## src/rtl/vga_rect_fill_engine.sv

```systemverilog
// Rectangle fill engine: orders and clips corners, then emits one raster-order pixel write per clock.
// Optional power-up frame clear is enabled with `define VGA_RECT_CLEAR_ON_RESET_EN.
module vga_rect_fill_engine #(
    parameter int              FB_WIDTH    = 160,
    parameter int              FB_HEIGHT   = 120,
    parameter int              COLOR_BITS  = 9,
    parameter logic [COLOR_BITS-1:0] CLEAR_COLOR = '0
) (
    input  logic                  Slow_Clock,
    input  logic                  Reset_N,
    input  logic                  Cmd_Valid,
    output logic                  Cmd_Ready,
    input  logic [7:0]            Cmd_X0,
    input  logic [7:0]            Cmd_X1,
    input  logic [7:0]            Cmd_Y0,
    input  logic [7:0]            Cmd_Y1,
    input  logic [COLOR_BITS-1:0] Cmd_Color,
    output logic                  Busy,
    output logic                  Done,
    output logic                  Enable_Draw,
    output logic [31:0]           Draw_X,
    output logic [31:0]           Draw_Y,
    output logic [31:0]           Draw_Color
);

    localparam logic [7:0] XMAX = 8'(FB_WIDTH - 1);
    localparam logic [7:0] YMAX = 8'(FB_HEIGHT - 1);

    typedef enum logic [1:0] {
        S_IDLE,
        S_SETUP,
        S_FILL,
        S_CLEAR
    } state_t;

    state_t state, state_nx;

    logic [7:0]            lx0, lx1, ly0, ly1;
    logic [COLOR_BITS-1:0] lcol;
    logic [7:0]            xs, xe, ye;
    logic [7:0]            cx, cy;
    logic [COLOR_BITS-1:0] fill_color;
    logic                  done_q;

    logic [7:0] xlo, xhi, ylo, yhi, xhi_c, yhi_c;
    logic       empty, last, fire;

`ifdef VGA_RECT_CLEAR_ON_RESET_EN
    logic clr_pend;
`else
    logic unused_clear;
    assign unused_clear = ^CLEAR_COLOR;
`endif

    // Corner ordering, clipping and end-of-rectangle detection.
    always_comb begin
        xlo   = (lx0 < lx1) ? lx0 : lx1;
        xhi   = (lx0 < lx1) ? lx1 : lx0;
        ylo   = (ly0 < ly1) ? ly0 : ly1;
        yhi   = (ly0 < ly1) ? ly1 : ly0;
        xhi_c = (xhi > XMAX) ? XMAX : xhi;
        yhi_c = (yhi > YMAX) ? YMAX : yhi;
        empty = (xlo > XMAX) || (ylo > YMAX);
        last  = (cx == xe) && (cy == ye);
        fire  = Cmd_Valid && Cmd_Ready;
    end

    // State register.
    always_ff @(posedge Slow_Clock) begin
        if (!Reset_N) state <= S_IDLE;
        else          state <= state_nx;
    end

    // Next-state logic.
    always_comb begin
        state_nx = state;
        unique case (state)
            S_IDLE: begin
`ifdef VGA_RECT_CLEAR_ON_RESET_EN
                if (clr_pend)  state_nx = S_CLEAR;
                else
`endif
                if (fire)      state_nx = S_SETUP;
            end
            S_SETUP: state_nx = empty ? S_IDLE : S_FILL;
            S_FILL:  if (last) state_nx = S_IDLE;
            S_CLEAR: if (last) state_nx = S_IDLE;
            default: state_nx = S_IDLE;
        endcase
    end

    // Handshake and strobe outputs decoded from state.
    always_comb begin
`ifdef VGA_RECT_CLEAR_ON_RESET_EN
        Cmd_Ready   = (state == S_IDLE) && !clr_pend;
`else
        Cmd_Ready   = (state == S_IDLE);
`endif
        Busy        = (state != S_IDLE);
        Enable_Draw = (state == S_FILL) || (state == S_CLEAR);
        Done        = done_q;
        Draw_X      = {24'd0, cx};
        Draw_Y      = {24'd0, cy};
        Draw_Color  = {{(32-COLOR_BITS){1'b0}}, fill_color};
    end

    // Command latch, raster counters and completion pulse.
    always_ff @(posedge Slow_Clock) begin
        if (!Reset_N) begin
            lx0        <= '0;
            lx1        <= '0;
            ly0        <= '0;
            ly1        <= '0;
            lcol       <= '0;
            xs         <= '0;
            xe         <= '0;
            ye         <= '0;
            cx         <= '0;
            cy         <= '0;
            fill_color <= '0;
            done_q     <= 1'b0;
`ifdef VGA_RECT_CLEAR_ON_RESET_EN
            clr_pend   <= 1'b1;
`endif
        end else begin
            done_q <= 1'b0;
            unique case (state)
                S_IDLE: begin
`ifdef VGA_RECT_CLEAR_ON_RESET_EN
                    if (clr_pend) begin
                        clr_pend   <= 1'b0;
                        xs         <= '0;
                        xe         <= XMAX;
                        ye         <= YMAX;
                        cx         <= '0;
                        cy         <= '0;
                        fill_color <= CLEAR_COLOR;
                    end else
`endif
                    if (fire) begin
                        lx0  <= Cmd_X0;
                        lx1  <= Cmd_X1;
                        ly0  <= Cmd_Y0;
                        ly1  <= Cmd_Y1;
                        lcol <= Cmd_Color;
                    end
                end
                S_SETUP: begin
                    if (empty) begin
                        done_q <= 1'b1;
                    end else begin
                        xs         <= xlo;
                        xe         <= xhi_c;
                        ye         <= yhi_c;
                        cx         <= xlo;
                        cy         <= ylo;
                        fill_color <= lcol;
                    end
                end
                S_FILL, S_CLEAR: begin
                    if (last) begin
                        done_q <= 1'b1;
                    end else if (cx == xe) begin
                        cx <= xs;
                        cy <= cy + 8'd1;
                    end else begin
                        cx <= cx + 8'd1;
                    end
                end
                default: ;
            endcase
        end
    end

endmodule

```

## config.mk

```make
export PLATFORM = sky130hd
export DESIGN_NAME = vga_rect_fill_engine
export DESIGN_NICKNAME = d
export VERILOG_FILES = /design/src/rtl/vga_rect_fill_engine.sv
export SDC_FILE = /design/constraint.sdc
export NUM_CORES = 1
export LEC_CHECK = 0
export ABC_CLOCK_PERIOD_IN_PS = 2800
export BUFFER_PORTS_ARGS = -buffer_cell sky130_fd_sc_hd__buf_2
export CAP_MARGIN = 20
export CORE_MARGIN = 8
export CORE_UTILIZATION = 30
export DETAILED_ROUTE_END_ITERATION = 12
export HOLD_SLACK_MARGIN = 0.1
export PLACE_DENSITY_LB_ADDON = 0.2
export SLEW_MARGIN = 40
export SYNTH_ARGS = -nofsm -noshare
export SYNTH_HDL_FRONTEND = slang
export SYNTH_SLANG_ARGS = --single-unit
```

## constraint.sdc

```tcl
create_clock -name Slow_Clock -period 2.8 [get_ports Slow_Clock]
set_input_delay 0.42 -clock Slow_Clock [delete_from_list [all_inputs] [get_ports Slow_Clock]]
set_output_delay 0.42 -clock Slow_Clock [all_outputs]
set_load 0.05 [all_outputs]
```

==> impl_metrics.yaml <==
status:
  status: "complete, no violations"
global_route:
  antenna_found_initial: 0
  grt_pass1_wl_um: 22400
  grt_pass1_vias: 4222
  grt_max_degree: 44
  gr-total-overflow: 0
  grtUsageTotal_pct: 12.6
clocking:
  insertion_delay_ns: 0.35
  cts_setup_buffers: 0
  cts_tree: "built"
  clk_pin_slew_ns: 0.07
  cts.sinks: 93
  cts_buffers: 9
  cts_root_buf: "clkbuf_16"
  ctsLongestPathBuffers: 2
  cts_htree_levels: 3
worst_setup_path:
  reg2reg_from: "ly1[5]"
  cp_max_fo: 17
  r2r_cells: 10
  endpoint_kind: "register"
  reg2reg_slack_ns: 0.27
  setup.worst_path.start_class: "register"
  r2r-end: "ye[0]"
  crit_arrival_ns: 2.79
  crit_required_ns: 3.06
  critPathKind: "reg2reg"
placed_design:
  dpl.hpwl_um: 10600
  numPortBuffers: 72
  placed_area_sq_um: 5790
  gp_congestion: 0.763
timing:
  timing.fmax_ghz: 0.395
  fin_crit_sh_pct: 90.4
  hold_viol_final: 0
  layout_min_cycle_time_ns: 2.53
  max_slew_margin_pct: 64.8
  slew_viol_final: 0
  setup_viol: 0
  setup_tns_ns: 0
  finClkSkew_ns: 0.0127
  hold_ws_ns: 0.303
  worst_slew_pin_slew_ns: 0.521
  rsz0062_at_grt: "no"
finish:
  design_area_sq_um: 6100
  nNetsFinal: 804
  finish.utilization_pct: 34.4
  syn2layout_area_growth_pct: 14.1
  final_layout_size_suffix_gt1_share_pct: 19.8
  num-fill-cells: 1937
  antennaDiodeCount: 0
power:
  p_int_mw: 2.86
  switchingPower_mw: 2.04
  p_per_area_nw_per_um2: 803
  p_clk_share_pct: 25.6
  pwr-share-seq_pct: 33.3
  p_sw_share_pct: 41.6
  comb_power_share_pct: 41.1
  total_leakage_power_nw: 2.64
  peakVddDrop_uv: 375
logic_synthesis:
  synth_flop_cell: "dfxtp_1"
  ys_seq_area_share_pct: 34.8
  syn_area_per_cell_sq_um: 7.93
  yosysWarnings: 0
  netlist-cell-type-count: 55
  yosys-top-cells-count: "nand2_1 (132), dfxtp_1 (93), a21oi_1 (78)"
  yosysMostFrequentCell: "nand2_1"
  syn_area_sq_um: 5350
  synth_top_cell_by_area: "dfxtp_1"
  synth_cells: 674
  synthArstFlopShare_pct: 0
  ys_seq_elements: 93
  synthTopCellsByArea: "dfxtp_1 (35%), buf_4 (11%), nand2_1 (9.3%)"
  synth_top_area_share_pct: 34.8
  synth_edf_count: 0
min_path:
  hold_path.class: "in2reg"
  min_to: "lcol[3]"
  hold_path_depth: 3
  min_from: "Cmd_Color[3]"
detailed_routing:
  post_drt_wl_per_cell_um: 14.5
  totalWireLength_um: 14200
  ant_nets: 0
  dr.pass1.iters: 4
  via_per_inst: 4.56
  drc: 0
  drt-initial-drc-count: 269
  via_count: 4455
floorplanning:
  die_area_sq_um: 22400
  die-width_um: 150
  row_count: 49
  num_io_pins: 144
  coreArea_sq_um: 17700
  die_h_um: 150
  start_util_pct: 30.2
run:
  drv_cap: 0
logic make-up after synthesis:
kind of cell | Yosys count | share of synthesized area [%]
compound gates | 153 | 19.6
flops | 93 | 34.8
simple gates | 231 | 18.4
other cells | 1 | 0.0701
fa+ha+maj | 16 | 3.74
mux | 23 | 4.52
xor+xnor | 22 | 3.60
buf+inv | 135 | 15.2
layout by cell type (no fill, tap or decap), types with 4 or more instances in the layout:
cell	count
a211oi_2	5
a21oi_1	78
a311oi_1	4
a311oi_2	6
a41o_1	4
and3_1	7
buf_2	72
buf_4	27
clkbuf_16	9
conb_1	71
dfxtp_1	93
ha_1	16
inv_1	21
mux2_2	5
mux2i_1	17
nand2_1	132
nand2b_1	5
nand3_1	14
nand4_1	5
nor2_1	40
nor3_1	14
o211ai_1	4
o21ai_0	21
o221a_2	4
xnor2_1	13
xor2_1	9
flip-flops by register name (all words and copies together), names as in the netlist:
register	count
fill_color	9
lcol	9
cx	8
cy	8
lx0	8
lx1	8
ly0	8
ly1	8
xe	8
xs	8
ye	8
state	2
Done	1
worst max path at each step:
stage           start  endpoint  slack, ns  depth (start not counted)
2_1_floorplan   cx[2]     cy[2]       0.30                          9
3_3_place_gp   ly1[2]     xe[4]       0.23                         10
3_5_place_dp   ly1[6]     ye[2]       0.17                         10
4_1_cts        ly1[6]     ye[2]       0.16                         10
5_1_grt        ly1[5]     cx[7]       0.01                         10
6_report       ly1[5]     ye[0]       0.27                         10
metrics by stage:
step                std cells  power, mW  worst slack, ns
floorplan                 744       3.24            0.300
global placement          962       3.67            0.231
detailed placement        962       3.67            0.167
CTS                       978       4.94            0.161
global route              978       5.22           0.0101
finish                    978       4.90            0.269
critical path, cell delays in order (launching register included):
cell,delay [ns]
dfxtp_1,0.39
inv_1,0.08
ha_1,0.27
and3_1,0.17
nand3_1,0.10
o21a_1,0.25
a21oi_1,0.35
o211a_4,0.38
buf_12,0.18
nor2_1,0.05
a311oi_1,0.24
final cells by class:
class	instances	area [sq um]	area share, %
Clock buffer	10	229	3.75
Multi-Input combinational cell	516	2940	48.2
Sequential cell	93	1860	30.5
Tap cell	229	287	4.70
Clock inverter	6	72.6	1.19
Timing Repair Buffer	102	623	10.2
Inverter	22	85.1	1.39
power by group through the flow:
stage	Combinational [mW]	Clock (mW)	Sequential, mW
after floorplan	1.49	0	1.75
after global placement	2.01	0	1.66
after detailed placement	2.01	0	1.66
after CTS	2.02	1.29	1.63
after global routing	2.22	1.34	1.65
final	2.02	1.25	1.63
routing by layer:
metal	GRT usage, %	vias to the layer above	part of all wire [%]
li1	-	2301	-
met1	17.7	2031	50
met2	18.6	110	42
met3	2.75	13	6.2
met4	4.09	0	1.3
met5	0	-	0
what timing repair did:
action                     4_1_cts  5_1_grt
gates resized for setup          0        1
setup endpoints to repair        0       26
hold endpoints to repair         0        0
hold buffers                     0        0
No activity file was read; power rests on OpenSTA's default activity.
